[src/rtl/mul_sched_pkg.sv]
// Shared types, sizing constants and the lane-count clamp for the multiplier lane-array sequencer.
package mul_sched_pkg;

    localparam int LANES = 100;
    localparam int W     = 12;
    localparam int GAP_W = 8;
    localparam int TMO   = 1024;
    localparam int CNT_W = 16;
    localparam int IDX_W = 7;
    localparam int TMO_W = $clog2(TMO);

    typedef enum logic [2:0] {
        IDLE,
        ISSUE,
        GAP,
        WAIT,
        DONE
    } state_t;

    // A requested count of 0 still runs one lane; oversize requests saturate at the array size.
    function automatic logic [IDX_W-1:0] clamp_lanes(input logic [IDX_W-1:0] req);
        if (req == '0)
            return IDX_W'(1);
        else if (req > IDX_W'(LANES))
            return IDX_W'(LANES);
        else
            return req;
    endfunction

endpackage

[src/rtl/mul_done_tracker.sv]
// Tracks which lanes have been started and which started lanes have reported done.
module mul_done_tracker
    import mul_sched_pkg::*;
(
    input  logic             clk,
    input  logic             rst,
    input  logic             clear,
    input  logic [LANES-1:0] lane_start,
    input  logic [LANES-1:0] lane_done,
    input  logic [IDX_W-1:0] n_active,
    output logic             all_done
);

    logic [LANES-1:0] started_mask;
    logic [LANES-1:0] done_seen;
    logic [LANES-1:0] done_now;
    logic [LANES-1:0] active_mask;

    always_comb begin
        for (int i = 0; i < LANES; i++)
            active_mask[i] = (IDX_W'(i) < n_active);
    end

    // A done arriving in the same cycle as its lane's start pulse still counts.
    assign done_now = lane_done & (started_mask | lane_start);
    assign all_done = &(done_seen | done_now | ~active_mask);

    always_ff @(posedge clk) begin
        if (rst || clear) begin
            started_mask <= '0;
            done_seen    <= '0;
        end else begin
            started_mask <= started_mask | lane_start;
            done_seen    <= done_seen | done_now;
        end
    end

endmodule

[src/rtl/mul_array_sched.sv]
// Latches one operand pair, issues staggered per-lane start pulses and waits for all lanes to finish.
module mul_array_sched
    import mul_sched_pkg::*;
(
    input  logic             clk,
    input  logic             rst,
    input  logic             cfg_wr,
    input  logic [6:0]       cfg_lanes,
    input  logic [GAP_W-1:0] cfg_gap,
    input  logic             trig,
    input  logic [W-1:0]     a_in,
    input  logic [W-1:0]     b_in,
    output logic [W-1:0]     a_out,
    output logic [W-1:0]     b_out,
    output logic [LANES-1:0] lane_start,
    input  logic [LANES-1:0] lane_done,
    output logic             busy,
    output logic             dvld,
    output logic             err_timeout,
    output logic [CNT_W-1:0] run_cycles,
    output logic             gpio_startn,
    output logic             gpio_exec
);

    state_t           state, state_d;
    logic [IDX_W-1:0] idx, idx_d;
    logic [GAP_W-1:0] gcnt, gcnt_d;
    logic [TMO_W-1:0] tcnt, tcnt_d;
    logic [IDX_W-1:0] lanes_q;
    logic [GAP_W-1:0] gap_q;
    logic             timeout_hit;
    logic             all_done;
    logic             accept;

    assign accept      = (state == IDLE) && trig;
    assign lane_start  = (state == ISSUE) ? (LANES'(1) << idx) : '0;
    assign busy        = (state == ISSUE) || (state == GAP) || (state == WAIT);
    assign gpio_exec   = busy;
    assign gpio_startn = !((state == ISSUE) || (state == GAP));
    assign dvld        = (state == DONE);

    mul_done_tracker u_tracker (
        .clk        (clk),
        .rst        (rst),
        .clear      (accept),
        .lane_start (lane_start),
        .lane_done  (lane_done),
        .n_active   (lanes_q),
        .all_done   (all_done)
    );

    always_comb begin
        // NOTE: every variable gets a default first so no latch is inferred.
        state_d     = state;
        idx_d       = idx;
        gcnt_d      = gcnt;
        tcnt_d      = tcnt;
        timeout_hit = 1'b0;
        case (state)
            IDLE: begin
                if (trig) begin
                    state_d = ISSUE;
                    idx_d   = '0;
                end
            end
            ISSUE: begin
                if (idx == lanes_q - IDX_W'(1)) begin
                    state_d = WAIT;
                    tcnt_d  = '0;
                end else if (gap_q == '0) begin
                    idx_d = idx + IDX_W'(1);
                end else begin
                    state_d = GAP;
                    gcnt_d  = gap_q;
                end
            end
            GAP: begin
                if (gcnt == GAP_W'(1)) begin
                    state_d = ISSUE;
                    idx_d   = idx + IDX_W'(1);
                end else begin
                    gcnt_d = gcnt - GAP_W'(1);
                end
            end
            WAIT: begin
                if (all_done) begin
                    state_d = DONE;
                end else if (tcnt == TMO_W'(TMO - 1)) begin
                    state_d     = DONE;
                    timeout_hit = 1'b1;
                end else begin
                    tcnt_d = tcnt + TMO_W'(1);
                end
            end
            DONE:    state_d = IDLE;
            default: state_d = IDLE;
        endcase
    end

    // NOTE: all sequential state uses non-blocking assignments.
    always_ff @(posedge clk) begin
        if (rst) begin
            state       <= IDLE;
            idx         <= '0;
            gcnt        <= '0;
            tcnt        <= '0;
            lanes_q     <= IDX_W'(LANES);
            gap_q       <= '0;
            a_out       <= '0;
            b_out       <= '0;
            err_timeout <= 1'b0;
            run_cycles  <= '0;
        end else begin
            state <= state_d;
            idx   <= idx_d;
            gcnt  <= gcnt_d;
            tcnt  <= tcnt_d;
            if (state == IDLE && cfg_wr) begin
                lanes_q <= clamp_lanes(cfg_lanes);
                gap_q   <= cfg_gap;
            end
            if (accept) begin
                a_out       <= a_in;
                b_out       <= b_in;
                err_timeout <= 1'b0;
                run_cycles  <= '0;
            end else if (state != IDLE && run_cycles != '1) begin
                run_cycles <= run_cycles + CNT_W'(1);
            end
            if (timeout_hit)
                err_timeout <= 1'b1;
        end
    end

endmodule

[config.mk]
export PLATFORM = sky130hd
export DESIGN_NAME = mul_array_sched
export DESIGN_NICKNAME = d
export VERILOG_FILES = /design/src/rtl/mul_sched_pkg.sv /design/src/rtl/mul_done_tracker.sv /design/src/rtl/mul_array_sched.sv
export SDC_FILE = /design/constraint.sdc
export NUM_CORES = 1
export LEC_CHECK = 0
export ABC_AREA = 1
export ABC_CLOCK_PERIOD_IN_PS = 4350
export BUFFER_PORTS_ARGS = -buffer_cell sky130_fd_sc_hd__buf_2
export CORE_MARGIN = 2
export CORE_UTILIZATION = 25
export CTS_CLUSTER_DIAMETER = 60
export DETAILED_ROUTE_END_ITERATION = 7
export PLACE_DENSITY = 0.47
export SETUP_SLACK_MARGIN = 0.15
export SKIP_LAST_GASP = 1
export SYNTH_ARGS = -nofsm -noshare
export SYNTH_HDL_FRONTEND = slang
export SYNTH_HIERARCHICAL = 1
export SYNTH_SLANG_ARGS = --single-unit
[constraint.sdc]
create_clock -name clk -period 4.35 [get_ports clk]
set_input_delay 0.2175 -clock clk [delete_from_list [all_inputs] [get_ports clk]]
set_output_delay 0.2175 -clock clk [all_outputs]
set_load 0.01 [all_outputs]
==> metrics <==
status=finished, final reports clean; critical-path maximum fanout=32; core box area=52,700 um^2; nets=2,599; Final ANT Viol Nets=0; # fillers=5,610; final WL=52.3 mm; NetSw=3.42 mW; Hold Crit Class=input pin to flip-flop; # setup viols final=0; count leader, synth=nand2_1; final setup margin=563 ps; Pint=5.64 mW; Placed Cells=2,954; IO buf count=between 200 and 300; clock latency on the worst-skew pair=550 ps; Main synth FF type=dfxtp_1; Layout Cells excl Fill=3,158; Sw Ratio=37.7%; Avg Vias per Cell=4.49; first-pass GRT wire length=78.5 mm; initial antenna violation count=1; WP data arrival=between 4000 and 5000 ps; routed vias=14,200; Mapped Area=13,300 um^2; Worst setup SP type=flip-flop; Sum Neg Setup Slack=0 ps; #FFs+latches synth=between 200 and 300; relative slew slack=about 43%; per-cell routed wire length=approximately 17 um; worst clock skew=15.1 ps; number of synthesized flops with an enable pin=0; I/O pin cnt=288; cell taking the most area after synthesis=dfxtp_1; sequential share of power=33.0%; RSZ-0062 raised after global routing=false; DRC=0; Yosys top cell area share=42.7%; initial DRC count=1,001; Leakage=8.41 nW; clock transition at the registers of the reported paths=~50 ps; post-synthesis cell type count=between 40 and 50; fin. max-slew vios=0; Pwr Density=496 nW/um^2; chip height=235 um; Final Hold Viols=0; design area=18,300 um^2; Row Count=84; Avg Inst Size Synth=6.60 um^2; DR pass1 iterations=5; HPWL Detailed=between 30 and 40 mm; antenna cells=0; Area after DPL=15,600 um^2; Total GRT Usage=a little under a fifth; Tot Pwr=9.06 mW; Die ar.=55,200 um^2; Worst Tran Pin Value=roughly 850 ps; sequential area share after synthesis=~43%; grt ovf=0; CTS Sinks=284; Max Cap Viol=0; CTS Buffer Depth=3; post-synthesis cell count=2,020; area growth from synthesis to layout=37.1%; Placer Congestion=0.897; top cells by area, synth=dfxtp_1 43%, nand2_1 14%, nor2_1 9.6%; WP data required=4790 ps; Commonest cells post-synth=480 x nand2_1, 341 x nor2_1, 284 x dfxtp_1, 264 x inv_1, 240 x a21oi_1; yosys warns=6; Tcrit/Tclk final=~87%; share of post-route cells with drive strength above 1=18.3%; vias in the first global route=13,400; Inserted Clock Buffers=39; fmax=264 MHz; root buf cell=clkbuf_16; Clk pwr share=35.1%; H-tree levels=2; combinational power share=31.9%; CTS tree=done; Async S/R FF share, synth=0%; Crit. End Element=flip-flop; Setup CP Type=flip-flop to flip-flop; dpl ws=313 ps; Initial Utilization=25.3%; Synthesized Nets=2,174; die width=235 um; Peak VDD IR=0.000238 V; clock period minus worst slack=3790 ps; largest net degree at the start of global routing=between 70 and 80
final cells by class:
type	instances	area, um^2	share of cell area, %
well taps	688	861	4.71
multi-input cells	1380	6300	34.5
clock inverters	11	124	0.678
repair inverters	1	7.51	0.0411
flip-flops and latches	284	5690	31.1
repair buffers	457	3080	16.8
inverters	282	1060	5.83
clock buffers	55	1150	6.29
flip-flops by register name, summed over array words and instances, names as in the netlist:
name	flops
run_cycles	16
u_tracker/started_mask	100
gap_q	8
tcnt	10
a_out	12
u_tracker/done_seen	100
b_out	12
gcnt	8
state	3
lanes_q	7
err_timeout	1
idx	7
critical path, cell delays in order, from the launching register on:
cell     delay (ps)
dfxtp_1         400
inv_2            80
nor3_4          200
inv_2           120
nor2_1          160
nand2_1          70
buf_4           250
nor4_1          440
inv_1           110
nand2_1         120
a21oi_1          90
nand2_1          70
nand2_1          50
o21ai_1         130
nand2_1         140
nor2_1          150
nand3_1         100
nor2_1          170
nor2_1          100
nand2_2         190
nand2_1          70
nor2_1          160
nand2_1          90
o21a_1          180
path summary, 6_finish.rpt:
check / from / end / slack [ps] / cells after the start
setup / recovery: state[0]$_SDFFE_PP0P_ / state[0]$_SDFFE_PP0P_ / 560 / 23
setup reg to reg: state[0]$_SDFFE_PP0P_ / state[0]$_SDFFE_PP0P_ / 560 / 23
hold reg to reg: u_tracker/done_seen[30]$_SDFF_PP0_ / u_tracker/done_seen[30]$_SDFF_PP0_ / 450 / 2
hold / removal: lane_done[62] / u_tracker/done_seen[62]$_SDFF_PP0_ / 20 / 3
power by group through the flow:
stage,clock network (mW),registers (mW),logic (mW)
after floorplan,0,2.98,1.86
after global placement,0,3.04,2.70
after detailed placement,0,3.05,2.72
after CTS,3.27,2.99,2.84
after global routing,3.37,3.02,3.20
final,3.18,3.00,2.89
placed cells by master, fill, tap and decap left out, types with 13 or more instances in the layout:
cell type      synthesis  routed
buf_4                  6      36
a21oi_1              240     240
inv_2                 13      13
inv_1                264     263
nand4_1               14      14
dfxtp_1              284     284
o21ai_0               47      47
nor3_1                34      31
clkbuf_16              0      41
nor2_1               341     340
dlygate4sd3_1          0     131
nand2_1              480     478
nand3_1              112     112
buf_2                 13     287
timing repair:
| item | 4_1_cts | 5_1_grt |
|---|---|---|
| hold endpoints to repair | 120 | 0 |
| endpoints found under the setup margin | 0 | 13 |
| setup buffers | 0 | 6 |
| hold buffers | 131 | 0 |
| gates resized for setup | 0 | 12 |
routing by layer:
layer	GRT usage (%)	wire length, um	vias up
met5	0	12	-
met4	5.33	1260	2
met3	4.36	3670	70
met2	28.7	23100	441
met1	24.9	24300	6492
li1	-	-	7179
per-stage QoR:
step | utilization [%] | hold slack (ps)
after floorplan | - | 331
after global routing | 34.7 | 19.1
after CTS | 34.5 | 0.911
after global placement | 29.6 | 436
after detailed placement | 29.6 | 440
final | 34.7 | 16.6
kinds of logic (layout without fill, tap and decap cells):
family	Yosys count	after routing	synth area share, %
adder cells (fa/ha/maj)	11	11	1.03
AND/OR/NAND/NOR	1033	1033	32.2
AO/OA/AOI/OAI	319	319	12.6
flip-flops	284	284	42.7
buffers and inverters	356	806	10.4
XOR/XNOR	17	17	1.12
Power figures use the tool's default switching activity.
